<file path="config.mk">
export PLATFORM = sky130hd
export DESIGN_NAME = pq_lockstep_tx
export DESIGN_NICKNAME = d
export VERILOG_FILES = /design/src/rtl/pq_lockstep_tx_pkg.sv /design/src/rtl/pq_bit_counter.sv /design/src/rtl/pq_lockstep_tx.sv
export SDC_FILE = /design/constraint.sdc
export NUM_CORES = 1
export LEC_CHECK = 0
export BUFFER_PORTS_ARGS = -buffer_cell sky130_fd_sc_hd__buf_2
export CAP_MARGIN = 20
export CORE_MARGIN = 2
export CORE_UTILIZATION = 40
export DETAILED_ROUTE_END_ITERATION = 6
export PLACE_DENSITY_LB_ADDON = 0.15
export REMOVE_ABC_BUFFERS = 1
export SYNTH_ARGS = -nofsm -noshare
export SYNTH_HDL_FRONTEND = slang
export SYNTH_SLANG_ARGS = --single-unit
</file>
<file path="constraint.sdc">
create_clock -name clk -period 2.3 [get_ports clk]
set_input_delay 0.46 -clock clk [delete_from_list [all_inputs] [get_ports clk]]
set_output_delay 0.46 -clock clk [all_outputs]
set_load 0.05 [all_outputs]
</file>
<file path="src/rtl/pq_lockstep_tx_pkg.sv">
// Shared types and helpers for the p/q lockstep serial transmitter.
package pq_lockstep_pkg;

  typedef enum logic [2:0] {
    IDLE,
    START,
    DATA,
    PARITY,
    STOP
  } state_t;

  localparam logic IDLE_LEVEL = 1'b1;

  function automatic int frame_len(input int data_w, input int stop_bits);
    return 2 + data_w + stop_bits;
  endfunction

endpackage

</file>
<file path="src/rtl/pq_bit_counter.sv">
// Loadable down-counter with terminal-count flag; times the DATA and STOP phases.
module pq_bit_counter #(
  parameter int W = 4
) (
  input  logic         clk,
  input  logic         rst_n,
  input  logic         load,
  input  logic [W-1:0] load_val,
  input  logic         en,
  output logic [W-1:0] count,
  output logic         tc
);

  // NOTE: sequential state uses non-blocking assignments so every flop samples pre-edge values.
  always_ff @(posedge clk) begin
    if (!rst_n) begin
      count <= '0;
    end else if (load) begin
      count <= load_val;
    end else if (en && (count != '0)) begin
      count <= count - 1'b1;
    end
  end

  assign tc = (count == '0);

endmodule

</file>
<file path="src/rtl/pq_lockstep_tx.sv">
// Framed serial transmitter driving identical p/q lanes (START, DATA LSB-first, PARITY, STOP).
// Optional q-lane fault injection when PQ_LOCKSTEP_TX_FAULT_INJECT_EN is defined.
module pq_lockstep_tx
  import pq_lockstep_pkg::*;
#(
  parameter int DATA_W     = 8,
  parameter int PARITY_ODD = 0,
  parameter int STOP_BITS  = 1
) (
  input  logic              clk,
  input  logic              rst_n,
  input  logic              in_valid,
  output logic              in_ready,
  input  logic [DATA_W-1:0] in_data,
  output logic              p,
  output logic              q,
  output logic              busy,
  output logic              frame_done
`ifdef PQ_LOCKSTEP_TX_FAULT_INJECT_EN
  ,
  input  logic              fault_req,
  input  logic [((DATA_W > 1) ? $clog2(DATA_W) : 1)-1:0] fault_bit
`endif
);

  localparam int DW_CW = $clog2(DATA_W + 1);
  localparam int SB_CW = $clog2(STOP_BITS + 1);
  localparam int CNT_W = (DW_CW > SB_CW) ? DW_CW : SB_CW;
  localparam logic [CNT_W-1:0] DATA_LOAD = CNT_W'(DATA_W - 1);
  localparam logic [CNT_W-1:0] STOP_LOAD = CNT_W'(STOP_BITS - 1);

  state_t state, state_next;
  logic hs;
  logic cnt_load, cnt_en, cnt_tc;
  logic [CNT_W-1:0] cnt, cnt_load_val;
  logic [DATA_W-1:0] sh, sh_next, flip, flip_next;
  logic par;
  logic last_stop_next;
  logic p_next, q_next, busy_next, ready_next;

  assign hs = in_valid & in_ready;

  pq_bit_counter #(.W(CNT_W)) u_cnt (
    .clk      (clk),
    .rst_n    (rst_n),
    .load     (cnt_load),
    .load_val (cnt_load_val),
    .en       (cnt_en),
    .count    (cnt),
    .tc       (cnt_tc)
  );

  always_ff @(posedge clk) begin
    if (!rst_n) state <= IDLE;
    else        state <= state_next;
  end

  // NOTE: every always_comb output gets a default first so no path can infer a latch.
  always_comb begin
    state_next   = state;
    cnt_load     = 1'b0;
    cnt_load_val = DATA_LOAD;
    cnt_en       = 1'b0;
    unique case (state)
      IDLE:   if (hs) state_next = START;
      START:  begin
        state_next   = DATA;
        cnt_load     = 1'b1;
        cnt_load_val = DATA_LOAD;
      end
      DATA:   if (cnt_tc) state_next = PARITY; else cnt_en = 1'b1;
      PARITY: begin
        state_next   = STOP;
        cnt_load     = 1'b1;
        cnt_load_val = STOP_LOAD;
      end
      STOP:   if (cnt_tc) state_next = hs ? START : IDLE; else cnt_en = 1'b1;
      default: state_next = IDLE;
    endcase
  end

  // Word and fault mask are captured together so a frame in flight is immune to later fault_req changes.
  always_comb begin
    sh_next   = sh;
    flip_next = flip;
    if (state == DATA) begin
      sh_next   = sh >> 1;
      flip_next = flip >> 1;
    end else if (hs) begin
      sh_next = in_data;
`ifdef PQ_LOCKSTEP_TX_FAULT_INJECT_EN
      flip_next = fault_req ? (DATA_W'(1) << fault_bit) : '0;
`else
      flip_next = '0;
`endif
    end
  end

  // NOTE: datapath registers carry no reset; the state machine never reads them before a handshake loads them.
  always_ff @(posedge clk) begin
    sh   <= sh_next;
    flip <= flip_next;
    if (hs) par <= (^in_data) ^ 1'(PARITY_ODD);
  end

  // Outputs are computed from the next state and registered, so the start bit appears the cycle after the handshake.
  always_comb begin
    last_stop_next = (state_next == STOP) &&
                     ((state == PARITY) ? (STOP_BITS == 1) : (cnt == CNT_W'(1)));
    p_next = IDLE_LEVEL;
    q_next = IDLE_LEVEL;
    unique case (state_next)
      START:  begin p_next = 1'b0; q_next = 1'b0; end
      DATA:   begin p_next = sh_next[0]; q_next = sh_next[0] ^ flip_next[0]; end
      PARITY: begin p_next = par; q_next = par; end
      default: begin p_next = IDLE_LEVEL; q_next = IDLE_LEVEL; end
    endcase
    busy_next  = (state_next != IDLE);
    ready_next = (state_next == IDLE) || last_stop_next;
  end

  always_ff @(posedge clk) begin
    if (!rst_n) begin
      p          <= IDLE_LEVEL;
      q          <= IDLE_LEVEL;
      busy       <= 1'b0;
      frame_done <= 1'b0;
      in_ready   <= 1'b0;
    end else begin
      p          <= p_next;
      q          <= q_next;
      busy       <= busy_next;
      frame_done <= last_stop_next;
      in_ready   <= ready_next;
    end
  end

endmodule
</file>
==> metrics.cfg, run 1 <==
[yosys]
ys_types = 37
ys_dominant_reg_cell = dfxtp_1
yosysWarnings = 0
postSynthAreaPerCell_sq_um = 8.63
synth_edf_count = 7
synth_largest_area_cell = dfxtp_1
synthTopCellsByArea = dfxtp_1 25%, edfxtp_1 18%, nand2_1 6.6%
yosysTopAreaCellShare_pct = 25.0
syn_inst = 139
synth-seq-cells = 22
yosysSeqAreaShare_pct = 42.5
syn_area_sq_mm = 0.00120
synthArstFlopShare_pct = 0

[setup_path]
r2r_slack_ns = 0.50
worstPathArrival_ns = 2.01
worst-path-max-fanout = 11
crit_path_end_kind = register
criticalPathCategory = register to register
r2r-start = u_cnt.count[0]$_SDFFE_PN0P_
r2r_end = q$_SDFF_PN1_
crit_path_start_kind = register
worstPathRequired_ns = 2.50
reg2reg_depth = 6

[outcome]
failed_checks = design-rule violations
outcome = finished, violations left

[route]
route.vias.total = 959
viasPerCell = 5.27
dr.first_iter.drc_count = 34
ant_nets = 0
wl_per_cell_um = 12.4
drc = 1
dr.pass1.iters = 6
wl_mm = 2.25

[global_routing]
grt_start_max_net_pins = 19
gr-total-overflow = 0
grt_pass1_wl_mm = 3.75
gr-max-usage-layer = met2
antenna_found_initial = 0
grt_pass1_vias = 837
grt.total_usage_pct = 14.1
grt_util_met2_pct = 21.6
use_met3_pct = 3.96
met1_usage_pct = 19.7

[cells_and_area]
num-fill-cells = 279
fin_nets = 165
multi_input_area_sq_um = 628
drive_gt1_share_pct = 17.2
syn_to_final_growth_pct = 10.2
mostFrequentLayoutCells = 21 x nand2_1, 15 x dfxtp_1, 15 x buf_2
layout_commonest_cell = nand2_1
final_core_util_pct = 47.1
seq_area_sq_um = 510
diodes = 0

[die]
fp.dieW_um = 58.8
die_h_um = 58.8
initial_core_util_pct = 42.8
rows = 19
dieArea_sq_mm = 0.00345
num_io_pins = 16
core_area_sq_mm = 0.00281

[pwr]
p_sw_uw = 495
swShare_pct = 38.4
leakage_nw = 0.481
p_clk_share_pct = 16.8
internal-power_uw = 796
vdd_drop_max_uv = 546
p_comb_share_pct = 39.5
p_per_area_mw_per_mm2 = 976
share_seq_of_total_power_pct = 43.8

[timing]
final.setup_skew_ns = 0.00396
relSlewSlack_pct = 61.6
finalCriticalPeriod_ns = 1.80
tns_ns = 0
grt_setup_unrepaired = no
max_clock_freq_mhz = 554
hold_violations = 0
tightest_slew_ns = 0.575
drv_slew = 0
fin_crit_sh_pct = 78.4
setup_viol = 0

[placed_design]
hpwl_mm = 1.63
portBuffers = 15
place.gp.congestion = 0.739

[min_path]
hp-start = in_data[7]
min_to = sh[7]$_SDFFE_PP0P_
worstHoldPathCells = 3
hold_path_class = input pin to register

[cts]
cts-root-buf = clkbuf_4
post_cts_buffers = 0
cts_buffers = 3
tritoncts = built
clk_pin_slew_worst_paths_ns = 0.13
cts.sinks = 22
cts-htree-levels = 1
post_cts_resized = 0
clockBufferDepth = 2
clock_latency_ns = 0.31
holdBufCountCts = 0

[job]
maxCapViolations = 0

==> cell usage after synthesis (2+ instances only) <==
master    instances
nand2_1          21
nand3_1           3
dfxtp_1          15
o21a_1            3
nand2b_1          6
ha_1              2
edfxtp_1          7
clkbuf_1          6
nand4b_1          3
nor2_1            7
inv_1             5
xnor2_1           7
a31oi_1           2
a21oi_1          12
o21ai_0          13
nor2b_1           5
xor2_1            2
==> power groups by stage <==
stage	clock network [mW]	logic (mW)	registers [mW]
after global routing	0.239	0.569	0.580
after CTS	0.224	0.508	0.565
after global placement	0	0.499	0.572
after floorplan	0	0.333	0.620
final	0.216	0.509	0.565
after detailed placement	0	0.508	0.576
==> state kept, by name (all words and copies together) (netlist names) <==
name,cells
sh,8
u_cnt.count,4
state,3
busy,1
flip,1
frame_done,1
in_ready,1
p,1
par,1
q,1
==> cell type report <==
| cell class | instances | area share, % |
|---|---|---|
| multi-input cells | 103 | 47.5 |
| flip-flops and latches | 22 | 38.6 |
| repair buffers | 17 | 6.81 |
| well taps | 31 | 2.93 |
| clock buffers | 4 | 2.74 |
| inverters | 5 | 1.42 |
==> kinds of logic (layout without fill, tap and decap cells) <==
family	after synthesis	after routing	share of synthesized area, %
xor gates and xnor gates	9	9	6.57
muxes	1	1	0.834
and+or+nand+nor	53	53	23.6
adders and majority gates	2	2	2.09
AOI/OAI and AO/OA	38	38	19.3
DFF	22	22	42.5
buffers and inverters	14	26	5.11
==> worst max-delay path, cell delays in order (launching register included) <==
cell     delay, ns
dfxtp_1       0.38
inv_1         0.09
ha_1          0.19
or3b_4        0.47
a211o_2       0.37
a21oi_2       0.15
a31oi_1       0.05
==> metrics by stage <==
stage	area, sq um	hold WS, ns	power (mW)	cells	setup slack, ns
final	1320	0.396	1.29	182	0.496
after global routing	1320	0.423	1.39	182	0.429
after CTS	1320	0.384	1.30	182	0.508
after detailed placement	1290	0.443	1.08	178	0.528
after global placement	1290	0.433	1.07	178	0.584
after floorplan	1160	0.422	0.953	130	0.646
==> worst max-delay path by stage <==
stage                                startpoint           end  slack (ns)
floorplan           u_cnt.count[0]$_SDFFE_PN0P_  q$_SDFF_PN1_        0.65
global placement    u_cnt.count[0]$_SDFFE_PN0P_  q$_SDFF_PN1_        0.58
detailed placement  u_cnt.count[0]$_SDFFE_PN0P_  q$_SDFF_PN1_        0.53
CTS                 u_cnt.count[0]$_SDFFE_PN0P_  q$_SDFF_PN1_        0.51
global route        u_cnt.count[0]$_SDFFE_PN0P_  q$_SDFF_PN1_        0.43
finish              u_cnt.count[0]$_SDFFE_PN0P_  q$_SDFF_PN1_        0.50
==> layer usage <==
metal  up-vias  share of wire (%)
li1        507                  -
met1       430                 51
met2        20                 44
met3         2                4.1
met4         0               0.71
met5         -                  0
Power figures use the tool's default switching activity.
==> run 2, diff against run 1 <==
==> constraint.sdc (replaced) <==
create_clock -name clk -period 1.8 [get_ports clk]
set_input_delay 0.36 -clock clk [delete_from_list [all_inputs] [get_ports clk]]
set_output_delay 0.36 -clock clk [all_outputs]
set_load 0.05 [all_outputs]
==> metrics.cfg, run 2 (same netlist as run 1, synthesis figures left out) <==
[outcome]
outcome = finished, violations left
failed_checks = design-rule violations

[timing]
finalCriticalPeriod_ns = 1.73
setup_viol = 0
final.setup_skew_ns = 0.00902
fin_crit_sh_pct = 96.1
grt_setup_unrepaired = no
hold_violations = 0
tns_ns = 0
drv_slew = 0
max_clock_freq_mhz = 578
relSlewSlack_pct = 69.8
tightest_slew_ns = 0.452

[global_routing]
grt_start_max_net_pins = 17
grt_pass1_vias = 919
antenna_found_initial = 0
grt_pass1_wl_mm = 4.19
grt.total_usage_pct = 15.8
gr-total-overflow = 0

[cells_and_area]
seq_area_sq_um = 510
fin_nets = 174
mostFrequentLayoutCells = 21 x nand2_1, 15 x dfxtp_1, 15 x buf_2
fin_cells = 191
regMostFlops = sh
drive_gt1_share_pct = 22.5
multi_input_area_sq_um = 649
syn_to_final_growth_pct = 18.4
largest_register_ffs = 8
stdcell_area_sq_mm = 0.00142
diodes = 0
layout_commonest_cell = nand2_1
num-fill-cells = 285
final_core_util_pct = 50.6
reg_top3 = sh x8, u_cnt.count x4, state x3

[route]
viasPerCell = 5.47
dr.pass1.iters = 6
route.vias.total = 1045
wl_per_cell_um = 14.2
dr.first_iter.drc_count = 39
drc = 1
wl_mm = 2.71
ant_nets = 0

[die]
die_h_um = 58.8
core_area_sq_mm = 0.00281
rows = 19
fp.dieW_um = 58.8
initial_core_util_pct = 42.8
num_io_pins = 16
dieArea_sq_mm = 0.00345

[cts]
holdBufCountCts = 0
clockBufferDepth = 2
clk_pin_slew_worst_paths_ns = 0.14
cts-root-buf = clkbuf_4
cts.sinks = 22
clock_latency_ns = 0.32
tritoncts = built
cts_buffers = 3
cts-htree-levels = 1

[setup_path]
crit_path_start_kind = register
worst-path-max-fanout = 5
criticalPathCategory = register to register
worstPathArrival_ns = 1.96
worstPathRequired_ns = 2.03
crit_path_end_kind = register

[pwr]
leakage_nw = 0.535
finalPower_mw = 1.93
p_per_area_mw_per_mm2 = 1360
vdd_drop_max_uv = 440

[placed_design]
dpl_cell_area_sq_mm = 0.00134
place.gp.congestion = 0.748
post-place-cells = 185
portBuffers = 15
hpwl_mm = 1.85

[min_path]
hold_path_class = input pin to register

[job]
maxCapViolations = 0

==> run 2: cell types whose count changed in the layout (fill, tap and decap cells not counted) <==
cell / previous run / this run
clkbuf_8: 1 / 0
ha_1: 2 / 1
buf_4: 2 / 10
or3b_2: 0 / 1
bufinv_16: 0 / 1
ha_4: 0 / 1
==> run 2: where the power goes <==
| part | switching (mW) | leakage [nW] | internal (mW) |
|---|---|---|---|
| Clock | 0.169 | 0.0279 | 0.225 |
| Combinational | 0.466 | 0.317 | 0.370 |
| Sequential | 0.0710 | 0.190 | 0.634 |
| Total | 0.705 | 0.535 | 1.23 |
==> run 2: path summary, 6_finish.rpt <==
path	to	cells after the start	startpoint	slack [ns]
max	p$_SDFF_PN1_	6	u_cnt.count[1]$_SDFFE_PN0P_	0.07
min	sh[7]$_SDFFE_PP0P_	3	in_data[7]	0.28
max reg2reg	p$_SDFF_PN1_	6	u_cnt.count[1]$_SDFFE_PN0P_	0.07
min reg2reg	sh[7]$_SDFFE_PP0P_	2	sh[7]$_SDFFE_PP0P_	0.47
==> run 2: area by class of cell <==
cell class	count	area share, %
Inverter	5	1.32
Sequential cell	22	35.9
Timing Repair Buffer	25	10.6
Tap cell	31	2.73
Multi-Input combinational cell	104	45.7
Clock inverter	1	2.11
Clock buffer	3	1.59
==> run 2: what timing repair did <==
item	in CTS	in global routing
setup endpoints to repair	0	2
gates resized for setup	0	2
buffers inserted	0	1
==> run 2: layer usage <==
layer	global-route usage, %	part of all wire [%]	up-vias
met3	2.64	3.7	4
met2	25.1	49	23
met1	22.1	46	492
met4	4.87	1.3	0
met5	0	0	-
li1	-	-	526
==> run 2: worst max-delay path, cell delays in order (launching register included) <==
cell	delay, ns
dfxtp_1	0.34
inv_1	0.15
ha_4	0.18
or3b_4	0.41
a211o_2	0.37
a21oi_2	0.14
a21oi_1	0.05
==> run 2: per-stage QoR <==
step                      hold slack, ns  setup slack (ns)
after floorplan                    0.422             0.146
after global placement             0.433             0.108
after detailed placement           0.455            0.0366
after CTS                          0.276            0.0204
after global routing               0.298            0.0172
final                              0.281            0.0703
==> run 3, diff against run 2 <==
--- a/config.mk
+++ b/config.mk
@@ -12,6 +12,8 @@
 export DETAILED_ROUTE_END_ITERATION = 6
 export PLACE_DENSITY_LB_ADDON = 0.15
 export REMOVE_ABC_BUFFERS = 1
+export SLEW_MARGIN = 10
 export SYNTH_ARGS = -nofsm -noshare
 export SYNTH_HDL_FRONTEND = slang
+export SYNTH_HIERARCHICAL = 1
 export SYNTH_SLANG_ARGS = --single-unit
==> metrics.cfg, run 3 <==
[die]
rows = 19
num_io_pins = 16
dieArea_sq_mm = 0.00337
die_h_um = 58.1
initial_core_util_pct = 42.4
fp.dieW_um = 58.1
core_area_sq_mm = 0.00276

[timing]
drv_slew = 0
fin_crit_sh_pct = 95.3
setup_viol = 0
relSlewSlack_pct = 61.3
grt_setup_unrepaired = yes
tns_ns = 0
timing.hold.ws_ns = 0.307
max_clock_freq_mhz = 583
hold_violations = 0
finalCriticalPeriod_ns = 1.72
tightest_slew_ns = 0.573
final.setup_skew_ns = 0.00172

[setup_path]
critPathBufInv = 3
worst-path-max-fanout = 6
worstPathRequired_ns = 2.00
crit_path_start_kind = register
slowest_stage = dfxtp_2
cp_top_family = simple AND/OR/NAND/NOR gates
crit_chain = inv_2 -> ha_4 -> or3b_4 -> clkinv_4 -> nor3_4 -> buf_6 -> nor4b_4 -> mux2i_1 -> a21oi_1
slowest_delay_ns = 0.36
criticalPathCategory = register to register
crit_path_end_kind = register
worstPathArrival_ns = 1.92

[yosys]
ys_dominant_reg_cell = dfxtp_1
yosysTopAreaCellShare_pct = 25.7
synth_largest_area_cell = dfxtp_1
ys_top_cells_by_count = 19 x nand2_1, 15 x dfxtp_1, 10 x o21ai_0, 8 x inv_1, 8 x xnor2_1
ys_types = 39
postSynthAreaPerCell_sq_um = 9.27
yosysSeqAreaShare_pct = 43.7
yosysMostFrequentCell = nand2_1
yosysWarnings = 6
synth_edf_count = 7
syn_area_sq_mm = 0.00117
synthTopCellsByArea = dfxtp_1 26%, edfxtp_1 18%, nand2_1 6.1%
synthArstFlopShare_pct = 0
synth-seq-cells = 22
syn_inst = 126

[pwr]
vdd_drop_max_uv = 642
p_per_area_mw_per_mm2 = 1080
leakage_nw = 0.540

[cells_and_area]
syn_to_final_growth_pct = 21.0
diodes = 0
fin_nets = 166
layout_commonest_cell = nand2_1
regMostFlops = sh
drive_gt1_share_pct = 30.7
reg_top3 = sh x8, u_cnt/count x4, state x3
largest_register_ffs = 8
mostFrequentLayoutCells = 19 x nand2_1, 15 x buf_2, 13 x dfxtp_1

[placed_design]
portBuffers = 15
place.gp.congestion = 0.912
hpwl_mm = 1.70

[route]
wl_per_cell_um = 12.3
route.vias.total = 952
ant_nets = 0
dr.first_iter.drc_count = 37
routed-wl-met2_mm = 1.12
dr.pass1.iters = 4
met1_length_mm = 1.06
drc = 0
viasPerCell = 5.17
wl_mm = 2.27
met3WireLength_um = 71
top_layer_used = met4

[cts]
tritoncts = built
cts.sinks = 22
clock_latency_ns = 0.30
cts_buffers = 3
clockBufferDepth = 2
cts-htree-levels = 1
cts-root-buf = clkbuf_4
clk_pin_slew_worst_paths_ns = 0.12

[outcome]
outcome = finished, final reports clean

[global_routing]
grt_pass1_wl_mm = 3.98
grt_start_max_net_pins = 13
antenna_found_initial = 0
gr-total-overflow = 0
grt.total_usage_pct = 14.9
grt_pass1_vias = 914

[min_path]
hold_path_class = input pin to register

[job]
maxCapViolations = 0

[run 3: logic make-up (layout without fill, tap and decap cells)]
kind of cell    after synthesis  after routing  synth area share [%]
fa+ha+maj                     2              2                  2.03
compound gates               26             26                  14.5
simple gates                 48             48                  23.3
flops                        22             22                  43.7
mux                           3              3                  2.57
xor+xnor                     10             10                  7.50
other cells                   1              1                 0.321
buf+inv                      14             41                  6.10
[run 3: path summary, 6_finish.rpt]
check / from / endpoint / slack, ns / cells after the start
min reg2reg: flip[0]$_DFF_P_ / flip[0]$_DFF_P_ / 0.45 / 2
min: in_data[7] / sh[7]$_SDFFE_PP0N_ / 0.31 / 3
max reg2reg: u_cnt/count[0]$_SDFFE_PN0P_ / u_cnt/count[3]$_SDFFE_PN0P_ / 0.08 / 9
max: u_cnt/count[0]$_SDFFE_PN0P_ / u_cnt/count[3]$_SDFFE_PN0P_ / 0.08 / 9
[run 3: metrics by stage]
step | power [mW] | setup slack [ns] | util [%] | instances | area [sq um]
2_1_floorplan | 1.05 | -0.257 | - | 122 | 1140
3_3_place_gp | 1.24 | -0.0126 | 48.3 | 179 | 1330
3_5_place_dp | 1.25 | -0.0833 | 48.3 | 179 | 1330
4_1_cts | 1.50 | 0.00823 | 50.0 | 183 | 1380
5_1_grt | 1.63 | -0.0654 | 51.3 | 184 | 1410
6_report | 1.53 | 0.0843 | 51.3 | 184 | 1410
[run 3: layout make-up]
class | instances | area, sq um
flip-flops and latches | 22 | 513
clock buffers | 4 | 26.3
repair buffers | 27 | 169
multi-input cells | 90 | 624
inverters | 10 | 42.5
well taps | 31 | 38.8
fillers | 262 | 1340
[run 3: what timing repair did]
item,CTS,global route
setup buffers,0,1
pin swaps,0,3
hold buffers,0,0
endpoints found under the setup margin,1,5
cloned,0,0
resized for setup,4,8
[run 3: worst register-to-register path, cell delays in order (launching register included)]
cell,delay [ns]
dfxtp_2,0.36
inv_2,0.05
ha_4,0.15
or3b_4,0.24
clkinv_4,0.07
nor3_4,0.12
buf_6,0.14
nor4b_4,0.21
mux2i_1,0.22
a21oi_1,0.07
[run 3: metal layers]
metal | vias up | track usage, %
met3 | 2 | 2.01
met1 | 440 | 20.6
met2 | 22 | 24.7
met4 | 0 | 3.99
met5 | - | 0
li1 | 488 | -
[run 3: power by group]
group | internal (mW) | leakage [nW] | switching (mW)
clock network | 0.0863 | 0.0150 | 0.145
registers | 0.622 | 0.191 | 0.0642
logic | 0.275 | 0.334 | 0.337
total | 0.983 | 0.540 | 0.546
